$ cat config.mk
export PLATFORM = sky130hd
export DESIGN_NAME = delay_sum_beamformer
export DESIGN_NICKNAME = d
export VERILOG_FILES = /design/src/rtl/delay_sum_beamformer_pkg.sv /design/src/rtl/delay_sum_beamformer_mic_delay_line.sv /design/src/rtl/delay_sum_beamformer.sv
export SDC_FILE = /design/constraint.sdc
export NUM_CORES = 1
export LEC_CHECK = 0
export CORE_UTILIZATION = 40
export DETAILED_ROUTE_END_ITERATION = 16
export GPL_TIMING_DRIVEN = 0
export PLACE_DENSITY_LB_ADDON = 0.08
export SLEW_MARGIN = 10
export SYNTH_ARGS = -nofsm -noshare
export SYNTH_HDL_FRONTEND = slang
export SYNTH_HIERARCHICAL = 1
export SYNTH_SLANG_ARGS = --single-unit
export TNS_END_PERCENT = 1
$ cat constraint.sdc
create_clock -name clk_in -period 6.1 [get_ports clk_in]
set_clock_uncertainty 0.2 [all_clocks]
set_input_delay 1.83 -clock clk_in [delete_from_list [all_inputs] [get_ports clk_in]]
set_output_delay 1.83 -clock clk_in [all_outputs]
set_load 0.05 [all_outputs]
$ cat src/rtl/delay_sum_beamformer_pkg.sv
// beamform_pkg: shared constants and types for delay_sum_beamformer
package beamform_pkg;
    localparam int NUM_MICS     = 4;
    localparam int SAMPLE_WIDTH = 16;
    localparam int DEPTH        = 16;
    localparam int PTR_WIDTH    = $clog2(DEPTH);
    typedef logic signed [SAMPLE_WIDTH-1:0] sample_t;
    typedef logic signed [SAMPLE_WIDTH+1:0] sum_t;
    typedef logic [7:0] delay_t;
    typedef enum logic {FILL, RUN} state_t;
endpackage

$ cat src/rtl/delay_sum_beamformer_mic_delay_line.sv
// mic_delay_line: per-mic circular delay buffer with delay clamp, zero-delay bypass,
// warm-up masking and the stage-0 aligned-sample register
module mic_delay_line
    import beamform_pkg::*;
(
    input  logic                        clk_in,
    input  logic                        valid,
    input  logic signed [SAMPLE_WIDTH-1:0] mic,
    input  logic [7:0]                  delay,
    input  logic [PTR_WIDTH-1:0]        wr_ptr,
    input  logic [PTR_WIDTH-1:0]        fill_count,
    output logic signed [SAMPLE_WIDTH-1:0] aligned
);
    sample_t              mem [DEPTH];
    sample_t              tap;
    logic [PTR_WIDTH-1:0] eff;
    // entries older than fill_count were never written since reset, so they read as silence
    always_comb begin
        eff = (delay > delay_t'(DEPTH - 1)) ? PTR_WIDTH'(DEPTH - 1) : delay[PTR_WIDTH-1:0];
        tap = (eff == '0) ? mic : (eff > fill_count) ? '0 : mem[wr_ptr - eff];
    end
    always_ff @(posedge clk_in) begin
        if (valid) begin
            mem[wr_ptr] <= mic;
            aligned     <= tap;
        end
    end
endmodule

$ cat src/rtl/delay_sum_beamformer.sv
// delay_sum_beamformer: four-mic delay-and-sum steering, two-cycle strobe-to-output latency
// BEAMFORM_AVERAGE_EN: output the sum arithmetically shifted right by 2 instead of the raw sum
module delay_sum_beamformer
    import beamform_pkg::*;
(
    input  logic                           clk_in,
    input  logic                           rst_in,
    input  logic                           sample_valid_in,
    input  logic signed [SAMPLE_WIDTH-1:0] mic_1_in,
    input  logic signed [SAMPLE_WIDTH-1:0] mic_2_in,
    input  logic signed [SAMPLE_WIDTH-1:0] mic_3_in,
    input  logic signed [SAMPLE_WIDTH-1:0] mic_4_in,
    input  logic [7:0]                     delay_1_in,
    input  logic [7:0]                     delay_2_in,
    input  logic [7:0]                     delay_3_in,
    input  logic [7:0]                     delay_4_in,
    output logic signed [SAMPLE_WIDTH+1:0] sum_out,
    output logic                           sum_valid_out
);
    state_t               state, state_n;
    logic [PTR_WIDTH-1:0] wr_ptr, fill_count, fill_n;
    logic                 v0;
    sample_t              mic [NUM_MICS];
    delay_t               delay [NUM_MICS];
    sample_t              aligned [NUM_MICS];
    sum_t                 total, result;
    assign mic   = '{mic_1_in, mic_2_in, mic_3_in, mic_4_in};
    assign delay = '{delay_1_in, delay_2_in, delay_3_in, delay_4_in};
    for (genvar i = 0; i < NUM_MICS; i++) begin : g_mic
        mic_delay_line u_line (
            .clk_in    (clk_in),
            .valid     (sample_valid_in),
            .mic       (mic[i]),
            .delay     (delay[i]),
            .wr_ptr    (wr_ptr),
            .fill_count(fill_count),
            .aligned   (aligned[i])
        );
    end
    always_comb begin
        state_n = state;
        fill_n  = fill_count;
        if (sample_valid_in && state == FILL) begin
            fill_n  = fill_count + PTR_WIDTH'(1);
            state_n = (fill_n == PTR_WIDTH'(DEPTH - 1)) ? RUN : FILL;
        end
    end
    always_ff @(posedge clk_in) begin
        if (!rst_in) begin
            state      <= FILL;
            fill_count <= '0;
        end else begin
            state      <= state_n;
            fill_count <= fill_n;
        end
    end
    always_comb begin
        total = '0;
        for (int k = 0; k < NUM_MICS; k++) total = total + sum_t'(aligned[k]);
`ifdef BEAMFORM_AVERAGE_EN
        result = total >>> 2;
`else
        result = total;
`endif
    end
    always_ff @(posedge clk_in) begin
        if (!rst_in) begin
            wr_ptr        <= '0;
            v0            <= 1'b0;
            sum_out       <= '0;
            sum_valid_out <= 1'b0;
        end else begin
            if (sample_valid_in) wr_ptr <= wr_ptr + PTR_WIDTH'(1);
            v0            <= sample_valid_in;
            sum_valid_out <= v0;
            if (v0) sum_out <= result;
        end
    end
endmodule

==> impl_summary.log <==
INFO  metric cts_tree = built
INFO  metric detailedPlace.worstSlack = -0.681 ns
INFO  metric clock_path_buffers = 3
INFO  metric post_synth.cell_area_avg = a little under 20 um2
INFO  metric postSynthNetCount = approximately 2.5k
INFO  metric share_seq_of_total_power = about half
INFO  metric grt_max_degree = 43
INFO  metric r2r_slack = between 1 and 1.5 ns
INFO  metric top_layer_used = met5
INFO  metric cell_repeated_most_along_the_worst_path = sky130_fd_sc_hd__clkbuf_1
INFO  metric final-max-slew-violation-count = 0
INFO  metric power.density_cell_area = approximately 320 mW/mm2
INFO  metric critPathMaxFanout = 10
INFO  metric fin_crit_sh = ~99%
INFO  metric synth.yosys.warnings = 6
INFO  metric number_of_global_route_vias_before_repair = approximately 24k
INFO  metric drc_marker_count_from_the_first_detailed_route_iteration = 1792
INFO  metric post-route-util = approximately 47%
INFO  metric maxSlewHeadroom = 22.0%
INFO  metric critPathSlowestCell = sky130_fd_sc_hd__or4_4
INFO  metric worst_slack = between 0.03 and 0.04 ns
INFO  metric crit_path_end_kind = register
INFO  metric h-tree-depth = 3
INFO  metric synth-edff-count = about 1.1k
INFO  metric overall_die_area = about 0.12 mm2
INFO  metric areaGrowthSynthToFinish = 17.6%
INFO  metric drv_cap = 0
INFO  metric worst-endpoint-required = 6.32 ns
INFO  metric layout_min_cycle_time = ~6.1 ns
INFO  metric numPortBuffers = 117
INFO  metric num-nets-final = about 2.8k
INFO  metric drt_wl_total = 111000 um
INFO  metric cpPeakStageDelay = 0.60 ns
INFO  metric route.met3.wl = roughly 4400 um
INFO  metric fp-row-count = 124
INFO  metric grt_usage = about a fifth
INFO  metric dp_hpwl = 76400 um
INFO  metric detail-route-antenna-nets = 0
INFO  metric static-leakage-power = about 18 nW
INFO  metric fin_area = ~0.054 mm2
INFO  metric power.internal = between 10 and 15 mW
INFO  metric layout_common_cells = 1088 x sky130_fd_sc_hd__edfxtp_1, 256 x sky130_fd_sc_hd__mux4_2, 128 x sky130_fd_sc_hd__mux2i_1, 122 x sky130_fd_sc_hd__inv_1, 120 x sky130_fd_sc_hd__clkbuf_16
INFO  metric syn_area = approximately 0.046 mm2
INFO  metric post_layout_nonfiller_instances = 4266
INFO  metric floorplan.die.width = 342 um
INFO  metric fraction_of_layout_instances_using_a_drive_strength_above_1 = about a quarter
INFO  metric critPathBufInv = 3
INFO  metric final_common_cell = sky130_fd_sc_hd__edfxtp_1
INFO  metric yosys_register_bits = ~1.1k
INFO  metric combPwrFrac = about 12%
INFO  metric data_arrival_time_of_the_worst_path = between 6 and 7 ns
INFO  metric cts_root_buffer = sky130_fd_sc_hd__clkbuf_16
INFO  metric postSynth.topFlopCell = sky130_fd_sc_hd__edfxtp_1
INFO  metric timing.critical_path.max_delay_family = buffers and inverters
INFO  metric outcome = completed
INFO  metric power.net_switching = 4.04 mW
INFO  metric clock.fmax = 165 MHz
INFO  metric asyncSetResetFlopFracSynth = 0%
INFO  metric synth_cell_types = 67
INFO  metric setup_failing_eps_final = 0
INFO  metric syn-instance-count = roughly 2.3k
INFO  metric postcts_setup_bufs = 0
INFO  metric crit_type = in -> reg
INFO  metric seq_area_frac_synth = 72.1%
INFO  metric detailed_place.area = about 0.05 mm2
INFO  metric gr-total-overflow = 0
INFO  metric start_util = about 40%
INFO  metric placedCellCount = just over 4k
INFO  metric avgRoutedWirePerCell = between 20 and 30 um
INFO  metric first_pass_grt_wire_length = between 150000 and 200000 um
INFO  metric vias = around 23k
INFO  metric hold_viol_final = 0
INFO  metric max-vdd-ir-drop = around 220 uV
INFO  metric unrepaired_setup_endpoints_after_global_routing = yes
INFO  metric cts_resized = 0
INFO  metric hold_path_class = reg -> reg
INFO  metric power_switching_share = between 20 and 25%
INFO  metric clkSlewWorstSetupHoldPaths = around 0.06 ns
INFO  metric share_clk_of_total_power = about two fifths
INFO  metric route.layer.met1.wl = ~50000 um
INFO  metric critical_path_startpoint_category = primary input
INFO  metric route.detailed.drc = 0
INFO  metric ctsHoldBuffers = 0
INFO  metric met2_length = approximately 55000 um
INFO  metric drt_pass1_iterations = 5
INFO  metric clock-sinks = about 1.1k
INFO  metric setup_total_negative_slack = 0 ns
INFO  metric vias_per_cell = about 5.4
INFO  metric core_region_area = between 0.1 and 0.15 mm2
INFO  metric worst_pin_slew = 1.17 ns
INFO  metric timing.critical_path.cells = clkdlybuf4s50_1 > or4_4 > or2_2 > ha_1 > fa_1 > clkbuf_1 > clkbuf_1 > mux4_2 > mux2i_1 > nand2_2 > a32o_1
INFO  metric ioPinCount = 118
INFO  metric die_h = approximately 340 um
INFO  metric tritoncts.num_buffers = around 120
INFO  metric worst_skew_pair.late_latency = 0.69 ns
INFO  metric gpl.final_weighted_congestion = 0.833
INFO  metric grt_antenna_before_repair = 7
[per-layer routing]
| metal | vias to the layer above | GRT usage [%] |
|---|---|---|
| li1 | 10107 | - |
| met4 | 4 | 4.84 |
| met5 | - | 0 |
| met3 | 132 | 2.89 |
| met2 | 493 | 31.8 |
| met1 | 12145 | 26.6 |
[power by group through the flow]
stage / Clock (mW) / Sequential [mW] / Combinational, mW
global route: 7.27 / 8.61 / 2.19
detailed placement: 0 / 8.77 / 2.05
global placement: 0 / 8.78 / 1.99
floorplan: 0 / 8.80 / 1.26
CTS: 6.98 / 8.61 / 2.06
finish: 6.81 / 8.61 / 2.02
[per-stage QoR]
step                      total power [mW]  hold WS [ns]
final                                 17.4         0.253
after global routing                  18.1         0.307
after CTS                             17.6         0.260
after detailed placement              10.8         0.246
after global placement                10.8         0.250
after floorplan                       10.1         0.259
[worst register-to-register path: stages (launching register included)]
cell	delay [ns]
sky130_fd_sc_hd__dfxtp_1	0.98
sky130_fd_sc_hd__inv_1	0.25
sky130_fd_sc_hd__ha_1	0.31
sky130_fd_sc_hd__fa_1	0.51
sky130_fd_sc_hd__clkbuf_1	0.49
sky130_fd_sc_hd__clkbuf_1	0.64
sky130_fd_sc_hd__mux4_2	0.44
sky130_fd_sc_hd__mux2i_1	0.26
sky130_fd_sc_hd__nand2_2	0.11
sky130_fd_sc_hd__a32o_1	0.39
[path summary, 6_finish.rpt]
check,from,to,cells after the start
max,delay_4_in[7],g_mic[3].u_line/aligned[8]$_DFFE_PP_,11
min,sum_out[13]$_SDFFE_PN0P_,sum_out[13]$_SDFFE_PN0P_,2
max reg2reg,wr_ptr[0]$_SDFFE_PN0P_,g_mic[1].u_line/aligned[7]$_DFFE_PP_,9
min reg2reg,sum_out[13]$_SDFFE_PN0P_,sum_out[13]$_SDFFE_PN0P_,2
[sequential cells by signal, summed over array words and instances (netlist names)]
register and cells:
wr_ptr 4, sum_out 18, state 1, g_mic.u_line/mem 1024, g_mic.u_line/aligned 64, fill_count 4
sum_valid_out 1, v0 1
[kinds of logic after synthesis]
| family | share of synthesized area (%) |
|---|---|
| AOI/OAI and AO/OA | 3.04 |
| xor gates and xnor gates | 0.361 |
| adders and majority gates | 2.80 |
| buffers and inverters | 2.25 |
| DFF | 72.1 |
| muxes | 15.3 |
| and+or+nand+nor | 4.17 |
[cell usage after synthesis, drive strengths merged, types with 7 or more instances]
library cell | number | share of area [%]
a21oi | 35 | 0.41
fa | 37 | 1.6
nand3 | 25 | 0.27
clkbuf | 59 | 0.48
o211ai | 9 | 0.19
nand4 | 10 | 0.14
o21ai | 22 | 0.24
nor2 | 59 | 0.55
dfxtp | 29 | 1.3
edfxtp | 1088 | 71
mux4 | 256 | 13
buf | 46 | 0.75
xor2 | 10 | 0.19
nand2 | 152 | 1.5
mux2i | 128 | 2.8
inv | 126 | 1.0
a32o | 64 | 1.4
nor4 | 9 | 0.38
nor2b | 13 | 0.18
xnor2 | 9 | 0.17
and2 | 7 | 0.095
nor3 | 18 | 0.21
or2 | 21 | 0.31
ha | 44 | 1.2
[final cells by class]
cell class | count | area (um2)
Clock buffer | 156 | 3210
Multi-Input combinational cell | 1001 | 12000
Buffer | 105 | 569
Tap cell | 1512 | 1890
Inverter | 126 | 473
Fill cell | 9487 | 60100
Timing Repair Buffer | 194 | 2340
Sequential cell | 1117 | 33300
Clock inverter | 54 | 454
Antenna cell | 1 | 2.50
Power figures use the tool's default switching activity.
